`config.mk`:
```
export PLATFORM = sky130hd
export DESIGN_NAME = cp_remove_flat
export DESIGN_NICKNAME = d
export VERILOG_FILES = /design/src/rtl/cp_remove_if.sv /design/src/rtl/cp_remove.sv /design/src/flat_wrapper.sv
export SDC_FILE = /design/constraint.sdc
export NUM_CORES = 1
export LEC_CHECK = 0
export CORE_MARGIN = 2
export CORE_UTILIZATION = 51
export CTS_BUF_LIST = sky130_fd_sc_hd__clkbuf_16
export DETAILED_ROUTE_END_ITERATION = 10
export PLACE_DENSITY_LB_ADDON = 0.2
export SLEW_MARGIN = 30
export SYNTH_ARGS = -nofsm -noshare
export SYNTH_HDL_FRONTEND = slang
export SYNTH_SLANG_ARGS = --single-unit
```
`constraint.sdc`:
```
create_clock -name clk_sys -period 4.5 [get_ports clk_sys]
set_clock_uncertainty 0.2 [all_clocks]
set_input_delay 0.9 -clock clk_sys [delete_from_list [all_inputs] [get_ports clk_sys]]
set_output_delay 0.9 -clock clk_sys [all_outputs]
set_load 0.01 [all_outputs]
```
`src/rtl/cp_remove_if.sv`:
```
// cp_remove_if: sample-stream bundle around the cyclic-prefix remover
//   master: drives block_sync_i/data_val_i/data_*_i/ldn_rg_i/cp_mode_i, observes the *_o side
//   slave : the remover itself (consumes *_i, produces block_sync_o/data_val_o/data_*_o/ldn_rg_o/sym_idx_o/err_o)
`timescale 1ns/1ps
interface cp_remove_if #(parameter int DW = 16);
  logic                 block_sync_i;
  logic                 data_val_i;
  logic signed [DW-1:0] data_real_i;
  logic signed [DW-1:0] data_imag_i;
  logic [3:0]           ldn_rg_i;
  logic                 cp_mode_i;
  logic                 block_sync_o;
  logic                 data_val_o;
  logic signed [DW-1:0] data_real_o;
  logic signed [DW-1:0] data_imag_o;
  logic [3:0]           ldn_rg_o;
  logic [2:0]           sym_idx_o;
  logic                 err_o;
  modport master (
    output block_sync_i, data_val_i, data_real_i, data_imag_i, ldn_rg_i, cp_mode_i,
    input  block_sync_o, data_val_o, data_real_o, data_imag_o, ldn_rg_o, sym_idx_o, err_o
  );
  modport slave (
    input  block_sync_i, data_val_i, data_real_i, data_imag_i, ldn_rg_i, cp_mode_i,
    output block_sync_o, data_val_o, data_real_o, data_imag_o, ldn_rg_o, sym_idx_o, err_o
  );
endinterface

```
`src/rtl/cp_remove.sv`:
```
// cp_remove: strips the cyclic prefix from each OFDM symbol of an LTE slot ahead of the fft
//   clk_sys   : system clock, rising edge
//   rst_sys_n : asynchronous active-low reset
//   bus       : cp_remove_if slave; *_i is the raw slot stream, *_o the useful samples
//               (block_sync_o on the first useful sample of each symbol, 1-cycle latency)
`timescale 1ns/1ps
module cp_remove #(
  parameter int DW = 16
) (
  input logic         clk_sys,
  input logic         rst_sys_n,
  cp_remove_if.slave  bus
);
  localparam logic [1:0] IDLE = 2'd0;
  localparam logic [1:0] CP   = 2'd1;
  localparam logic [1:0] BODY = 2'd2;
  logic [1:0]           state_q, state_d;
  logic [10:0]          cnt_q, cnt_d;
  logic [2:0]           sym_q, sym_d;
  logic [3:0]           ldn_q, ldn_d;
  logic                 ext_q, ext_d;
  logic                 err_q, err_d;
  logic                 val_q, val_d;
  logic                 bs_q, bs_d;
  logic signed [DW-1:0] re_q, re_d;
  logic signed [DW-1:0] im_q, im_d;
  logic [2:0]           symo_q, symo_d;
  logic                 legal, cp_end, body_end, last;
  logic [3:0]           sh;
  logic [10:0]          cp_len, n_m1;
  assign legal    = bus.ldn_rg_i >= 4'd7 && bus.ldn_rg_i <= 4'd11;
  assign sh       = 4'd11 - ldn_q;
  assign cp_len   = ext_q ? (11'd512 >> sh) : ((sym_q == 3'd0 ? 11'd160 : 11'd144) >> sh);
  // wraps to 2047 for ldn = 11, which is exactly N - 1
  assign n_m1     = (11'd1 << ldn_q) - 11'd1;
  assign cp_end   = cnt_q == cp_len - 11'd1;
  assign body_end = cnt_q == n_m1;
  assign last     = sym_q == (ext_q ? 3'd5 : 3'd6);
  always_comb begin
    state_d = state_q;
    cnt_d   = cnt_q;
    sym_d   = sym_q;
    ldn_d   = ldn_q;
    ext_d   = ext_q;
    err_d   = err_q;
    val_d   = 1'b0;
    bs_d    = 1'b0;
    re_d    = re_q;
    im_d    = im_q;
    symo_d  = symo_q;
    if (bus.data_val_i) begin
      if (bus.block_sync_i) begin
        // the sync sample itself is CP sample 0, hence cnt restarts at 1
        state_d = legal ? CP : IDLE;
        cnt_d   = 11'd1;
        sym_d   = 3'd0;
        err_d   = err_q | ~legal;
        ldn_d   = legal ? bus.ldn_rg_i : ldn_q;
        ext_d   = legal ? bus.cp_mode_i : ext_q;
      end else if (state_q == CP) begin
        state_d = cp_end ? BODY : CP;
        cnt_d   = cp_end ? 11'd0 : cnt_q + 11'd1;
      end else if (state_q == BODY) begin
        val_d   = 1'b1;
        bs_d    = cnt_q == 11'd0;
        re_d    = bus.data_real_i;
        im_d    = bus.data_imag_i;
        symo_d  = sym_q;
        state_d = !body_end ? BODY : last ? IDLE : CP;
        cnt_d   = body_end ? 11'd0 : cnt_q + 11'd1;
        sym_d   = body_end && !last ? sym_q + 3'd1 : sym_q;
      end
    end
  end
  always_ff @(posedge clk_sys or negedge rst_sys_n) begin
    if (!rst_sys_n) begin
      state_q <= IDLE;
      cnt_q   <= '0;
      sym_q   <= '0;
      ldn_q   <= '0;
      ext_q   <= 1'b0;
      err_q   <= 1'b0;
      val_q   <= 1'b0;
      bs_q    <= 1'b0;
      re_q    <= '0;
      im_q    <= '0;
      symo_q  <= '0;
    end else begin
      state_q <= state_d;
      cnt_q   <= cnt_d;
      sym_q   <= sym_d;
      ldn_q   <= ldn_d;
      ext_q   <= ext_d;
      err_q   <= err_d;
      val_q   <= val_d;
      bs_q    <= bs_d;
      re_q    <= re_d;
      im_q    <= im_d;
      symo_q  <= symo_d;
    end
  end
  assign bus.block_sync_o = bs_q;
  assign bus.data_val_o   = val_q;
  assign bus.data_real_o  = re_q;
  assign bus.data_imag_o  = im_q;
  assign bus.ldn_rg_o     = ldn_q;
  assign bus.sym_idx_o    = symo_q;
  assign bus.err_o        = err_q;
endmodule
```
`src/flat_wrapper.sv`:
```
// flat-port wrapper written by rule: the top's interface ports become plain ports
module cp_remove_flat 
#(
  parameter int DW = 16
)
  (clk_sys, rst_sys_n, bus_block_sync_i, bus_data_val_i, bus_data_real_i, bus_data_imag_i, bus_ldn_rg_i, bus_cp_mode_i, bus_block_sync_o, bus_data_val_o, bus_data_real_o, bus_data_imag_o, bus_ldn_rg_o, bus_sym_idx_o, bus_err_o);
  cp_remove_if #(.DW(DW)) bus_i ();
  input logic clk_sys;
  input logic rst_sys_n;
  input wire logic [$bits(bus_i.block_sync_i)-1:0] bus_block_sync_i;
  input wire logic [$bits(bus_i.data_val_i)-1:0] bus_data_val_i;
  input wire logic [$bits(bus_i.data_real_i)-1:0] bus_data_real_i;
  input wire logic [$bits(bus_i.data_imag_i)-1:0] bus_data_imag_i;
  input wire logic [$bits(bus_i.ldn_rg_i)-1:0] bus_ldn_rg_i;
  input wire logic [$bits(bus_i.cp_mode_i)-1:0] bus_cp_mode_i;
  output wire logic [$bits(bus_i.block_sync_o)-1:0] bus_block_sync_o;
  output wire logic [$bits(bus_i.data_val_o)-1:0] bus_data_val_o;
  output wire logic [$bits(bus_i.data_real_o)-1:0] bus_data_real_o;
  output wire logic [$bits(bus_i.data_imag_o)-1:0] bus_data_imag_o;
  output wire logic [$bits(bus_i.ldn_rg_o)-1:0] bus_ldn_rg_o;
  output wire logic [$bits(bus_i.sym_idx_o)-1:0] bus_sym_idx_o;
  output wire logic [$bits(bus_i.err_o)-1:0] bus_err_o;
  assign bus_i.block_sync_i = bus_block_sync_i;
  assign bus_i.data_val_i = bus_data_val_i;
  assign bus_i.data_real_i = bus_data_real_i;
  assign bus_i.data_imag_i = bus_data_imag_i;
  assign bus_i.ldn_rg_i = bus_ldn_rg_i;
  assign bus_i.cp_mode_i = bus_cp_mode_i;
  assign bus_block_sync_o = bus_i.block_sync_o;
  assign bus_data_val_o = bus_i.data_val_o;
  assign bus_data_real_o = bus_i.data_real_o;
  assign bus_data_imag_o = bus_i.data_imag_o;
  assign bus_ldn_rg_o = bus_i.ldn_rg_o;
  assign bus_sym_idx_o = bus_i.sym_idx_o;
  assign bus_err_o = bus_i.err_o;
  cp_remove #(.DW(DW)) u_core (.clk_sys(clk_sys), .rst_sys_n(rst_sys_n), .bus(bus_i));
endmodule
```
Word-level counts from Yosys, hierarchy flattened
Cells that the tools add are included. W data, S select, Z words.

Bits in registers: 59. Input port bits: 41. Output and inout bits: 42. Word-level logic and storage cells: 71.

Add/subtract/negate cells: 5. Magnitude comparators: 2. Equal/unequal tests: 6. Shift operators: 3. Muxes and demuxes: 27. Bitwise logic cells: 4. Reductions and logical operators: 13.

Operator list (count): $mux W11 (6); $eq A11 B11 Y1 (2); $sub A11 B1 Y11 const B (2); $mux W2 (6); $mux W3 (4); $add A11 B1 Y11 const B (1); $logic_not A11 Y1 (1); $shl A1 B4 Y11 const A (1); $shr A10 B4 Y11 const A (1); $shr A11 B4 Y11 (1); $mux W1 (10); $reduce_and A4 Y1 (2); $mux W6 (1); $ge A4 B3 Y1 const B (1); $le A4 B4 Y1 const B (1); $reduce_and A2 Y1 (2); $reduce_bool A2 Y1 (2); $sub A4 B4 Y4 const A (1); $add A3 B1 Y3 const B (1); $eq A3 B3 Y1 (1); $logic_not A3 Y1 (1); $not A1 Y1 (3); $reduce_and A3 Y1 (1); $reduce_bool A3 Y1 (1); other kinds (6) (7).

Depth between registers and ports, before layout
Gate-level depths: netlist (run 1).

Word-level depth: 9. Mapped depth: 17. Gate-level depth less buffers: 15.

Least setup slack after synthesis (run 1)
No wires, ideal clock.

Path kind: reg-to-reg. Start point: register u_core.ldn_q[3] (netlist: u_core.bus.ldn_rg_o[3]). End point: register u_core.cnt_q[5]. Library setup time: 0.083 ns. Arrival: 3.354 ns. Data required time: 4.217 ns. Setup slack: 0.864 ns. Cell stages (with the launch flop): 15. Path buffers: 3. Period minus slack after synthesis: 3.636 ns. Cell sequence: dfrtp_1 -> clkbuf_1 -> clkbuf_1 -> nor2_1 -> nand3_1 -> ha_1 -> or4b_2 -> a31o_2 -> a41o_1 -> o211ai_1 -> nor4_1 -> nor3_1 -> buf_2 -> a31oi_1 -> o22ai_1.

Longest elaborated chain between the ends: 8. Elaborated cells on any way between the ends: 14. Those cells by class: 3 x add/sub; 2 x eq/ne; 3 x shift; 6 x mux.

Ends and longest elaborated chain: start: declaration (RTL line cp_remove.sv:20) `logic [3:0] ldn_q, ldn_d;`; start signal: assignment (RTL line cp_remove.sv:92) `ldn_q <= ldn_d;`; $sub A4 B4 Y4 (RTL line cp_remove.sv:32) `assign sh = 4'd11 - ldn_q;`; $shr A11 B4 Y11 or $shr A10 B4 Y11 (tied branches) (RTL line cp_remove.sv:33) `assign cp_len = ext_q ? (11'd512 >> sh) : ((sym_q == 3'd0 ? 11'd160 : 11'd144) >> sh);`; $mux W11 (RTL line cp_remove.sv:33); $sub A11 B1 Y11 (RTL line cp_remove.sv:36) `assign cp_end = cnt_q == cp_len - 11'd1;`; $eq A11 B11 Y1 (RTL line cp_remove.sv:36); $mux W11 (RTL line cp_remove.sv:62) `cnt_d = cp_end ? 11'd0 : cnt_q + 11'd1;`; $mux W11 * (RTL line cp_remove.sv:60) `end else if (state_q == CP) begin`; $mux W11 * (RTL line cp_remove.sv:52) `if (bus.block_sync_i) begin`; end signal: assignment (RTL line cp_remove.sv:90) `cnt_q <= cnt_d;`; end: declaration (RTL line cp_remove.sv:18) `logic [10:0] cnt_q, cnt_d;`.

Mark *: on every way between the ends. The rest lies on a longest branch, timed or not. The select of a mux whose other input is x is not followed. A chain may end at the register's enable or synchronous reset.

Worst setup path in the final report (run 1)
Start point: register u_core.ldn_q[1] (netlist: u_core.bus.ldn_rg_o[1]). End point: register u_core.sym_q[0].

Longest elaborated chain between the ends: 6.

Ends and longest elaborated chain: $shl A1 B4 Y11 (RTL line cp_remove.sv:35) `assign n_m1 = (11'd1 << ldn_q) - 11'd1;`; $sub A11 B1 Y11 (RTL line cp_remove.sv:35); $eq A11 B11 Y1 (RTL line cp_remove.sv:37) `assign body_end = cnt_q == n_m1;`; $logic_and A1 B1 Y1 (RTL line cp_remove.sv:71) `sym_d = body_end && !last ? sym_q + 3'd1 : sym_q;`; $reduce_bool A2 Y1 (no line); $reduce_and A4 Y1 (no line); end signal: assignment (RTL line cp_remove.sv:91) `sym_q <= sym_d;`; end: declaration (RTL line cp_remove.sv:19) `logic [2:0] sym_q, sym_d;`.

No other way between the ends.

==> results of run 1 <==
==> cells in the final DEF, fill, tap and decap left out, types with 3 or more instances in the layout <==
| master | count |
|---|---|
| a21oi_1 | 11 |
| a31oi_1 | 9 |
| a32o_1 | 3 |
| a32oi_1 | 3 |
| and3_1 | 3 |
| buf_4 | 10 |
| clkbuf_16 | 9 |
| clkdlybuf4s50_1 | 81 |
| dfrtp_1 | 59 |
| ha_1 | 6 |
| inv_1 | 18 |
| mux2_2 | 36 |
| mux2i_1 | 6 |
| nand2_1 | 21 |
| nand2b_1 | 8 |
| nand3_1 | 18 |
| nand4_1 | 5 |
| nor2_1 | 20 |
| nor2b_1 | 7 |
| nor3_1 | 11 |
| nor4_1 | 6 |
| o211ai_1 | 12 |
| o21a_1 | 6 |
| o21ai_0 | 25 |
| o22ai_1 | 5 |
| o31ai_1 | 4 |
| o32a_1 | 3 |
| or3_1 | 3 |
| xnor2_1 | 12 |
==> per-layer routing <==
metal  share of wire  track usage
met1            0.42        0.325
met2            0.47        0.407
met3           0.080       0.0620
met4           0.027        0.108
met5               0            0
==> worst max-delay path by stage <==
stage                                        from                           to  slack (ps)  depth (start not counted)
2_1_floorplan  u_core.bus.ldn_rg_o[3]$_DFFE_PN0P_  u_core.cnt_q[5]$_DFFE_PN0P_         860                         14
3_3_place_gp   u_core.bus.ldn_rg_o[1]$_DFFE_PN0P_  u_core.sym_q[0]$_DFFE_PN0P_         630                         11
3_5_place_dp   u_core.bus.ldn_rg_o[1]$_DFFE_PN0P_  u_core.sym_q[1]$_DFFE_PN0P_         550                         11
4_1_cts        u_core.bus.ldn_rg_o[1]$_DFFE_PN0P_  u_core.sym_q[0]$_DFFE_PN0P_         540                         11
5_1_grt        u_core.bus.ldn_rg_o[1]$_DFFE_PN0P_  u_core.sym_q[1]$_DFFE_PN0P_         220                         11
6_report       u_core.bus.ldn_rg_o[1]$_DFFE_PN0P_  u_core.sym_q[0]$_DFFE_PN0P_         480                         11
==> power by group through the flow <==
stage | sequential (mW) | combinational [mW] | clock [mW]
floorplan | 0.911 | 0.533 | 0
global placement | 0.862 | 1.07 | 0
detailed placement | 0.874 | 1.09 | 0
CTS | 0.869 | 1.10 | 0.687
global route | 0.899 | 1.19 | 0.709
finish | 0.871 | 1.09 | 0.674
==> Yosys cell counts (all sizes together) (3+ instances only) <==
cell type | instances | area share
mux2 | 36 | 0.11
nor4 | 6 | 0.010
nor2 | 20 | 0.020
buf | 13 | 0.018
o21a | 6 | 0.012
o21ai | 25 | 0.033
mux2i | 6 | 0.016
xnor2 | 12 | 0.028
o31ai | 4 | 0.0080
nand3 | 18 | 0.024
nand2 | 21 | 0.021
ha | 6 | 0.020
nand2b | 8 | 0.013
dfrtp | 59 | 0.39
clkbuf | 19 | 0.019
or3 | 3 | 0.0050
a32o | 3 | 0.0080
nand4 | 6 | 0.012
a31oi | 9 | 0.015
nor2b | 7 | 0.012
o22ai | 6 | 0.012
inv | 18 | 0.018
and3 | 3 | 0.0050
o32a | 3 | 0.0080
o211ai | 12 | 0.024
a32oi | 3 | 0.0070
nor3 | 12 | 0.016
a21oi | 11 | 0.015
==> critical path, stage by stage (launching register included) <==
cell,delay [ps]
dfrtp_1,560
inv_1,310
nand3_1,110
ha_1,390
or4b_2,690
nand4_1,120
a41o_1,200
o21ai_0,80
a2111oi_0,680
nand2_1,230
o21a_1,220
a31oi_1,150
==> cells by family (layout without fill, tap and decap cells) <==
| logic type | Yosys count | count (layout) |
|---|---|---|
| xor gates and xnor gates | 15 | 15 |
| AOI/OAI and AO/OA | 99 | 99 |
| buffers and inverters | 50 | 126 |
| adders and majority gates | 6 | 6 |
| DFF | 59 | 59 |
| muxes | 42 | 42 |
| and+or+nand+nor | 125 | 125 |
==> sequential cells by signal, indices dropped and copies added, names as in the netlist <==
name and flops:
u_core.sym_q 3, u_core.bus.sym_idx_o 3, u_core.bus.data_imag_o 16, u_core.bus.ldn_rg_o 4, u_core.state_q 2, u_core.bus.err_o 1
u_core.bus.data_val_o 1, u_core.cnt_q 11, u_core.ext_q 1, u_core.bus.block_sync_o 1, u_core.bus.data_real_o 16
==> cell type report <==
class | instances | area share
Multi-Input combinational cell | 287 | 0.421
Clock buffer | 9 | 0.0458
Timing Repair Buffer | 92 | 0.181
Inverter | 18 | 0.0137
Clock inverter | 7 | 0.0137
Sequential cell | 59 | 0.300
Tap cell | 99 | 0.0252
==> results.md, run 1 <==
* I/O pin cnt at 83
* Synth Cell Area at roughly 3700 sq um
* Hold_ws at ~270 ps
* Resized Gates After CTS at 0
* Vias in the first global route at 3392
* Die ar. at 8050 sq um
* Grt ovf at 0
* All-Layer GR Usage at 0.252
* Endpoint type of the worst setup path: flip-flop
* Arr. time, crit path at 4070 ps
* Area after DPL at 4630 sq um
* Worst vdd ir at 0.348 mV
* Final period demand of the worst path at ~4000 ps
* Dpl cells at about 560
* LEAKAGE at 1.93 nW
* Post-layout util at 0.686
* Yosys cell types at 65
* RR Startpoint: u_core.bus.ldn_rg_o[1]$_DFFE_PN0P_
* Residual DRC at 0
* Clk pwr share at 0.256
* Combinational power share at 0.414
* Gpl congestion at approximately 0.95
* Buffer count from post-CTS setup fixing at 0
* Synth async-reset ratio at 1.00
* PortBufs at 82
* TritonCTS sink count at slightly below 60
* Global-route wire length before repair at 16500 um
* Die Y at 89.7 um
* CTS tree: built
* Wire length per cell at 17.3 um
* Mapped Cells at 396
* Final nets at 514
* Largest family of logic cells by synthesized area: simple AND/OR/NAND/NOR gates
* Hold EP: u_core.bus.err_o$_DFFE_PN0P_
* Initial antenna violation count at 0
* Tot Pwr at between 2 and 3 mW
* Post-synthesis sequential element count at 59
* Starting Density at 0.523
* RR Endpoint: u_core.sym_q[0]$_DFFE_PN0P_
* Status: finished, final reports clean
* Internal power at 1.76 mW
* Setup TNS at 0 ps
* Core area at ~7200 sq um
* Syn Nets at 443
* Clk root buf: clkbuf_16
* Layout fillers at ~560
* FMAX at 249 MHz
* Pins over their slew limit at 0
* Max Cap Viol at 0
* Vias per cell at 6.03
* Hold Path Class: flip-flop to flip-flop
* Setup crit start kind: flip-flop
* Area taken by multi-input logic gates at 2070 sq um
* Sw Ratio at 0.333
* WP data required at 4550 ps
* Xor and xnor area share after synthesis at 0.0387
* Relative slew slack at 0.423
* Final WS setup at approximately 480 ps
* Worst R2R Setup Slack at 480 ps
* TritonCTS Buffers at 9
* EDFF count, synth at 0
* Unrepaired setup endpoints after global routing: false
* Die width at between 80 and 90 um
* Final wirelength at approximately 9900 um
* Tcrit/Tclk final at 0.894
* Worst Reg2Reg Path Length in Cells at 11
* Post-DP HPWL at 6990 um
* Synth Flop Type: dfrtp_1
* Synth Warn # at 0
* Worst-skew pair later-pin latency at around 330 ps
* P&R area growth vs syn at 31.3%
* DR iter-0 viols at 222
* P per Cell Area at 536 nW/um^2
* Maximum fanout along the worst path at 18
* Hold Path Origin: u_core.bus.err_o$_DFFE_PN0P_
* Post-route ant nets at 0
* CTS clk-pin slew, worst paths at 60 ps
* Adder-Cell Fraction of Synth Area at 0.0200
* Kind of critical path: flip-flop to flip-flop
* DR pass1 iterations at 5
* Syn avg cell area at 9.47 sq um
* Multiplexer share of the synthesized area at 0.124
* Clk buf depth at 2
* Ant diodes at 0
* H-tree depth at 3
* Number of hold buffers added after CTS at 0
* Final instance area at 4920 sq um
* Largest net degree at the start of global routing at 37
* Fin. Hold Viols at 0
* Final std cells w/o fill at 571
* Share of layout cells above drive strength 1 at 0.148
* Reg power frac at 0.330
* Worst Max-Slew Pin Slew at 844 ps
* Final setup fails at 0
* Pre-CTS setup slack at 548 ps
* Row cnt at 31
* Synth Area in Simple Gates at 0.185
* Compound-Gate Fraction of Synth Area at 0.183
* Hold depth at 1
* Switching power of the nets at 880 uW
* Register area at 1480 sq um
* Sequential share of the synthesized area at 0.394
* Vias at 3441
(Power assumes the default switching activity.)
==> run 2, diff against run 1 <==
Settings changed: CORE_UTILIZATION 51 to 55.
Clock period 4.5 ns to 5.1 ns, I/O delays scaled along.
==> results.md, run 2 (same netlist as run 1, synthesis figures left out) <==
* Status: finished, final reports clean
* Final wirelength at 9560 um (-3.0%)
* Worst-skew pair later-pin latency at 320 ps (about the same)
* Row cnt at 30 (-3.2%)
* CTS clk-pin slew, worst paths at 50 ps (about the same)
* Ant diodes at 0 (unchanged)
* Hold Path Class: flip-flop to flip-flop
* TritonCTS sink count at 59 (unchanged)
* Reg power frac at 0.326 (-0.004)
* Final nets at 512 (-0.39%)
* Die width at 86.6 um (-3.5%)
* Pins over their slew limit at 0 (unchanged)
* Initial antenna violation count at 0 (unchanged)
* RR Startpoint: u_core.bus.ldn_rg_o[2]$_DFFE_PN0P_
* Tot Pwr at 2.36 mW (-10%)
* CTS tree: built
* Grt ovf at 0 (unchanged)
* Critical path origin: u_core.bus.ldn_rg_o[2]$_DFFE_PN0P_
* Worst Max-Slew Pin Slew at 732 ps (-112 ps)
* Die ar. at 7490 sq um (-7.0%)
* Die Y at 86.6 um (-3.5%)
* Setup TNS at 0 ps (unchanged)
* Setup crit start kind: flip-flop
* Clk pwr share at 0.265 (+0.009)
* Kind of critical path: flip-flop to flip-flop
* Sw Ratio at 0.325 (-0.00835)
* Worst Reg2Reg Path Length in Cells at 11 (unchanged)
* Worst Setup EP: u_core.cnt_q[10]$_DFFE_PN0P_
* Final instance area at 4900 sq um (-0.43%)
* Number of hold buffers added after CTS at 0 (unchanged)
* Max Cap Viol at 0 (unchanged)
* Gpl congestion at 0.918 (-3.5%)
* Worst R2R Setup Slack at 910 ps (+430 ps)
* Wire length per cell at 17.4 um (+0.66%)
* Vias in the first global route at 3270 (-3.6%)
* Tcrit/Tclk final at 0.821 (-0.0724)
* PortBufs at 82 (unchanged)
* Post-DP HPWL at 6560 um (-6.1%)
* WP data required at 5130 ps (+580 ps)
* Internal power at 1.60 mW (-9.3%)
* Endpoint type of the worst setup path: flip-flop
* Final setup fails at 0 (unchanged)
* Combinational power share at 0.409 (-0.005)
* Commonest cells after routing, fill and taps aside: clkdlybuf4s50_1 (81), dfrtp_1 (59), mux2_2 (36)
* Commonest non-fill, non-tap cell in the layout: clkdlybuf4s50_1
* Final WS setup at 912 ps (+433 ps)
* I/O pin cnt at 83 (unchanged)
* DR iter-0 viols at 200 (-9.9%)
* Starting Density at 0.561 (+0.0387)
* Resized Gates After CTS at 0 (unchanged)
* P&R area growth vs syn at 30.7%
* DR pass1 iterations at 6 (+1)
* Residual DRC at 0 (unchanged)
* P per Cell Area at 482 nW/um^2 (-10%)
* Clk root buf: clkbuf_16
* Hold Path Origin: u_core.bus.data_imag_o[8]$_DFFE_PN0P_
* Core area at 6680 sq um (-6.9%)
* Largest net degree at the start of global routing at 60 (+62%)
* Fin. Hold Viols at 0 (unchanged)
* RR Endpoint: u_core.cnt_q[10]$_DFFE_PN0P_
* All-Layer GR Usage at 0.268 (+0.0162)
* Unrepaired setup endpoints after global routing: false
* TritonCTS Buffers at 9 (unchanged)
* Worst vdd ir at 0.372 mV (+7.0%)
* Share of layout cells above drive strength 1 at 0.140 (-0.00788)
* Area after DPL at 4590 sq um (-0.84%)
* Vias per cell at 6.14 (+1.9%)
* Arr. time, crit path at 4220 ps (+150 ps)
* Switching power of the nets at 769 uW (-13%)
* Pre-CTS setup slack at 957 ps (+409 ps)
* Global-route wire length before repair at 15900 um (-3.6%)
* H-tree depth at 3 (unchanged)
* Clk buf depth at 2 (unchanged)
* Vias at 3378 (-1.8%)
* Relative slew slack at 0.499 (+0.0766)
* Buffer count from post-CTS setup fixing at 0 (unchanged)
* Post-route ant nets at 0 (unchanged)
* LEAKAGE at 1.94 nW (+0.57%)
* FMAX at 239 MHz (-4.0%)
* Final period demand of the worst path at 4190 ps (+167 ps)
* Maximum fanout along the worst path at 19 (+1)
-- run 2: changes by cell type in the layout (fill, tap and decap cells not counted), sizes merged --
| cell | delta |
|---|---|
| buf | -2 |
| bufinv | +1 |
| clkinvlp | -2 |
| inv | +1 |
-- run 2: layer usage --
metal,GRT usage,routed length (um),vias up
met1,0.345,4060,1630
met5,0,0,-
met4,0.0966,230,0
met3,0.0857,658,24
met2,0.427,4600,119
li1,-,-,1605
-- run 2: metrics by stage --
stage	hold WS [ps]	std cells	util
finish	305	550	0.734
floorplan	289	396	-
global placement	265	534	0.687
global route	312	550	0.734
detailed placement	279	534	0.687
CTS	306	550	0.734
-- run 2: power by group through the flow --
stage | clock network, mW | registers, mW | logic (mW)
global placement | 0 | 0.760 | 0.938
detailed placement | 0 | 0.773 | 0.956
finish | 0.627 | 0.771 | 0.966
CTS | 0.634 | 0.770 | 0.969
global route | 0.650 | 0.792 | 1.04
floorplan | 0 | 0.803 | 0.470
-- run 2: how the worst min path moves through the flow --
stage                                             to  slack, ps  cells after the start
2_1_floorplan          u_core.state_q[1]$_DFFE_PN0P_        290                      2
3_3_place_gp            u_core.bus.err_o$_DFFE_PN0P_        260                      1
3_5_place_dp            u_core.bus.err_o$_DFFE_PN0P_        280                      1
4_1_cts        u_core.bus.data_imag_o[8]$_DFFE_PN0P_        310                      1
5_1_grt        u_core.bus.data_imag_o[8]$_DFFE_PN0P_        310                      1
6_report       u_core.bus.data_imag_o[8]$_DFFE_PN0P_        310                      1
-- run 2: final cells by class --
class                   count  area [sq um]
multi-input cells         287          2070
fillers                   485          1780
flip-flops and latches     59          1480
repair buffers             90           876
clock buffers               9           225
well taps                  80           100
clock inverters             7          85.1
inverters                  18          67.6
-- run 2: worst max-delay path: stages, from the launching register on --
cell,delay [ps]
dfrtp_1,550
nor2_1,350
nand3_1,130
ha_1,370
or4b_2,680
a31o_2,220
a41o_1,240
o211ai_1,80
nor4_1,90
nor3_1,590
nand2_1,340
o21ai_0,250
==> run 3, diff against run 2 <==
Settings changed: CORE_UTILIZATION 55 to 51.
Clock period 5.1 ns to 3.9 ns, I/O delays scaled along.
==> results.md, run 3 (same netlist as run 1, synthesis figures left out) <==
* Worst vdd ir at 0.437 mV (+18%)
* I/O pin cnt at 83 (unchanged)
* Combinational power share at 0.409 (about the same)
* DR top layer: met4
* PortBufs at 82 (unchanged)
* P&R area growth vs syn at 35.2%
* Setup crit start kind: flip-flop
* Row cnt at 31 (+3.3%)
* Number of hold buffers added after CTS at 0 (unchanged)
* Die Y at 89.7 um (+3.7%)
* Final instance area at 5070 sq um (+3.4%)
* DR pass1 iterations at 5 (-1)
* LEAKAGE at 2.01 nW (+3.4%)
* Endpoint type of the worst setup path: flip-flop
* Fin. Hold Viols at 0 (unchanged)
* CP bufs+invs at 1 (+1)
* P per Cell Area at 632 nW/um^2 (+31%)
* WP data required at 3940 ps (-1190 ps)
* Wl on met1 at 4300 um (+5.7%)
* Setup TNS at 0 ps (unchanged)
* All-Layer GR Usage at 0.262 (-0.00609)
* Clk pwr share at 0.282 (+0.017)
* Gpl congestion at 0.944 (+2.9%)
* Slowest cell delay on critical path at 650 ps (-30 ps)
* Final period demand of the worst path at 3630 ps (-557 ps)
* Vias at 3446 (+2.0%)
* Die ar. at 8050 sq um (+7.5%)
* Worst Max-Slew Pin Slew at 667 ps (-65.7 ps)
* Met2 wire length at 4890 um (+6.1%)
* Clk root buf: clkbuf_16
* Worst-skew pair later-pin latency at 320 ps (about the same)
* Unrepaired setup endpoints after global routing: false
* Global-route wire length before repair at 17100 um (+7.7%)
* Switching power of the nets at 1.03 mW (+34%)
* Ant diodes at 0 (unchanged)
* Wire length per cell at 17.6 um (+1.1%)
* Vias per cell at 5.92 (-3.6%)
* CP cell instances: nor2_2, nand3_1, ha_1, or4b_2, a31o_2, a41o_1, o211ai_1, nor4_1, nor3_1, buf_4, a31oi_1, mux2i_1
* Buffer count from post-CTS setup fixing at 0 (unchanged)
* Grt ovf at 0 (unchanged)
* Post-layout util at 0.706 (-0.0272)
* TritonCTS Buffers at 9 (unchanged)
* FMAX at 275 MHz (+15%)
* Maximum fanout along the worst path at 11 (-8)
* Residual DRC at 0 (unchanged)
* Hold Path Class: input port to async pin
* Largest net degree at the start of global routing at 38 (-37%)
* Initial antenna violation count at 0 (unchanged)
* Internal power at 2.18 mW (+37%)
* Area after DPL at 4710 sq um (+2.6%)
* Core area at 7180 sq um (+7.4%)
* Reg power frac at 0.309 (-0.017)
* Family with the most delay on the worst path: simple AND/OR/NAND/NOR gates
* Relative slew slack at 0.549 (+0.0501)
* H-tree depth at 3 (unchanged)
* Commonest non-fill, non-tap cell in the layout: clkdlybuf4s50_1
* CTS tree: built
* Post-DP HPWL at 7230 um (+10%)
* Final wirelength at 10200 um (+7.0%)
* Share of layout cells above drive strength 1 at 0.174 (+0.0335)
* Arr. time, crit path at 3670 ps (-550 ps)
* Max Cap Viol at 0 (unchanged)
* Die width at 89.7 um (+3.7%)
* Post-route ant nets at 0 (unchanged)
* TritonCTS sink count at 59 (unchanged)
* Status: finished, final reports clean
* Starting Density at 0.523 (-0.0387)
* CTS clk-pin slew, worst paths at 50 ps (about the same)
* Commonest cells after routing, fill and taps aside: clkdlybuf4s50_1 (81), dfrtp_1 (59), mux2_2 (36)
* Pins over their slew limit at 0 (unchanged)
* Cell with the biggest individual delay on the critical path: or4b_2
* DR iter-0 viols at 214 (+7.0%)
* Final nets at 525 (+2.5%)
* Vias in the first global route at 3502 (+7.1%)
* Kind of critical path: flip-flop to flip-flop
* Tcrit/Tclk final at 0.931 (+0.110)
* Final WS setup at 269 ps (-643 ps)
* Tot Pwr at 3.20 mW (+36%)
* WL met3 at 775 um (+18%)
* Final setup fails at 0 (unchanged)
* Clk buf depth at 2 (unchanged)
* Sw Ratio at 0.320 (-0.00471)
* Pre-CTS setup slack at 46.2 ps (-911 ps)
-- run 3: worst register-to-register path, delay by kind of cell (launching register included) --
family	cells	cell delay, ps
simple gates	5	1520
compound gates	4	650
flops	1	490
fa+ha+maj	1	290
buf+inv	1	230
mux	1	160
-- run 3: path summary, 6_finish.rpt --
| path | slack (ps) | end | start | depth (start not counted) |
|---|---|---|---|---|
| max in group asynchronous | 2350 | u_core.bus.data_real_o[15]$_DFFE_PN0P_ | rst_sys_n | 2 |
| worst max-delay path | 270 | u_core.cnt_q[7]$_DFFE_PN0P_ | u_core.bus.ldn_rg_o[2]$_DFFE_PN0P_ | 12 |
| worst min-delay path | 250 | u_core.bus.ldn_rg_o[0]$_DFFE_PN0P_ | rst_sys_n | 1 |
| worst max register to register | 270 | u_core.cnt_q[7]$_DFFE_PN0P_ | u_core.bus.ldn_rg_o[2]$_DFFE_PN0P_ | 12 |
| worst min register to register | 290 | u_core.bus.err_o$_DFFE_PN0P_ | u_core.bus.err_o$_DFFE_PN0P_ | 1 |
| min in group clk_sys | 290 | u_core.bus.err_o$_DFFE_PN0P_ | u_core.bus.err_o$_DFFE_PN0P_ | 1 |
-- run 3: power groups by stage --
stage | clock, mW | combinational [mW] | sequential, mW
6_report | 0.903 | 1.31 | 0.991
5_1_grt | 0.953 | 1.41 | 1.02
4_1_cts | 0.919 | 1.30 | 0.993
3_5_place_dp | 0 | 1.29 | 0.998
3_3_place_gp | 0 | 1.27 | 0.984
2_1_floorplan | 0 | 0.615 | 1.05
-- run 3: per-layer routing --
layer / up-vias / global-route usage
met1: 1644 / 0.325
met4: 0 / 0.113
met3: 23 / 0.0788
met5: - / 0
li1: 1634 / -
met2: 145 / 0.427
-- run 3: layout make-up --
class,count,area [sq um]
fillers,550,2110
multi-input cells,287,2090
flip-flops and latches,59,1480
repair buffers,103,973
clock buffers,9,225
well taps,99,124
clock inverters,7,115
inverters,18,67.6
-- run 3: timing repair --
item,4_1_cts,5_1_grt
endpoints found under the setup margin,0,12
hold endpoints to repair,0,0
resized for setup,0,4
-- run 3: through the flow --
step,hold slack (ps),std cells
floorplan,284,396
global placement,259,566
detailed placement,273,566
CTS,258,582
global route,296,582
finish,252,582
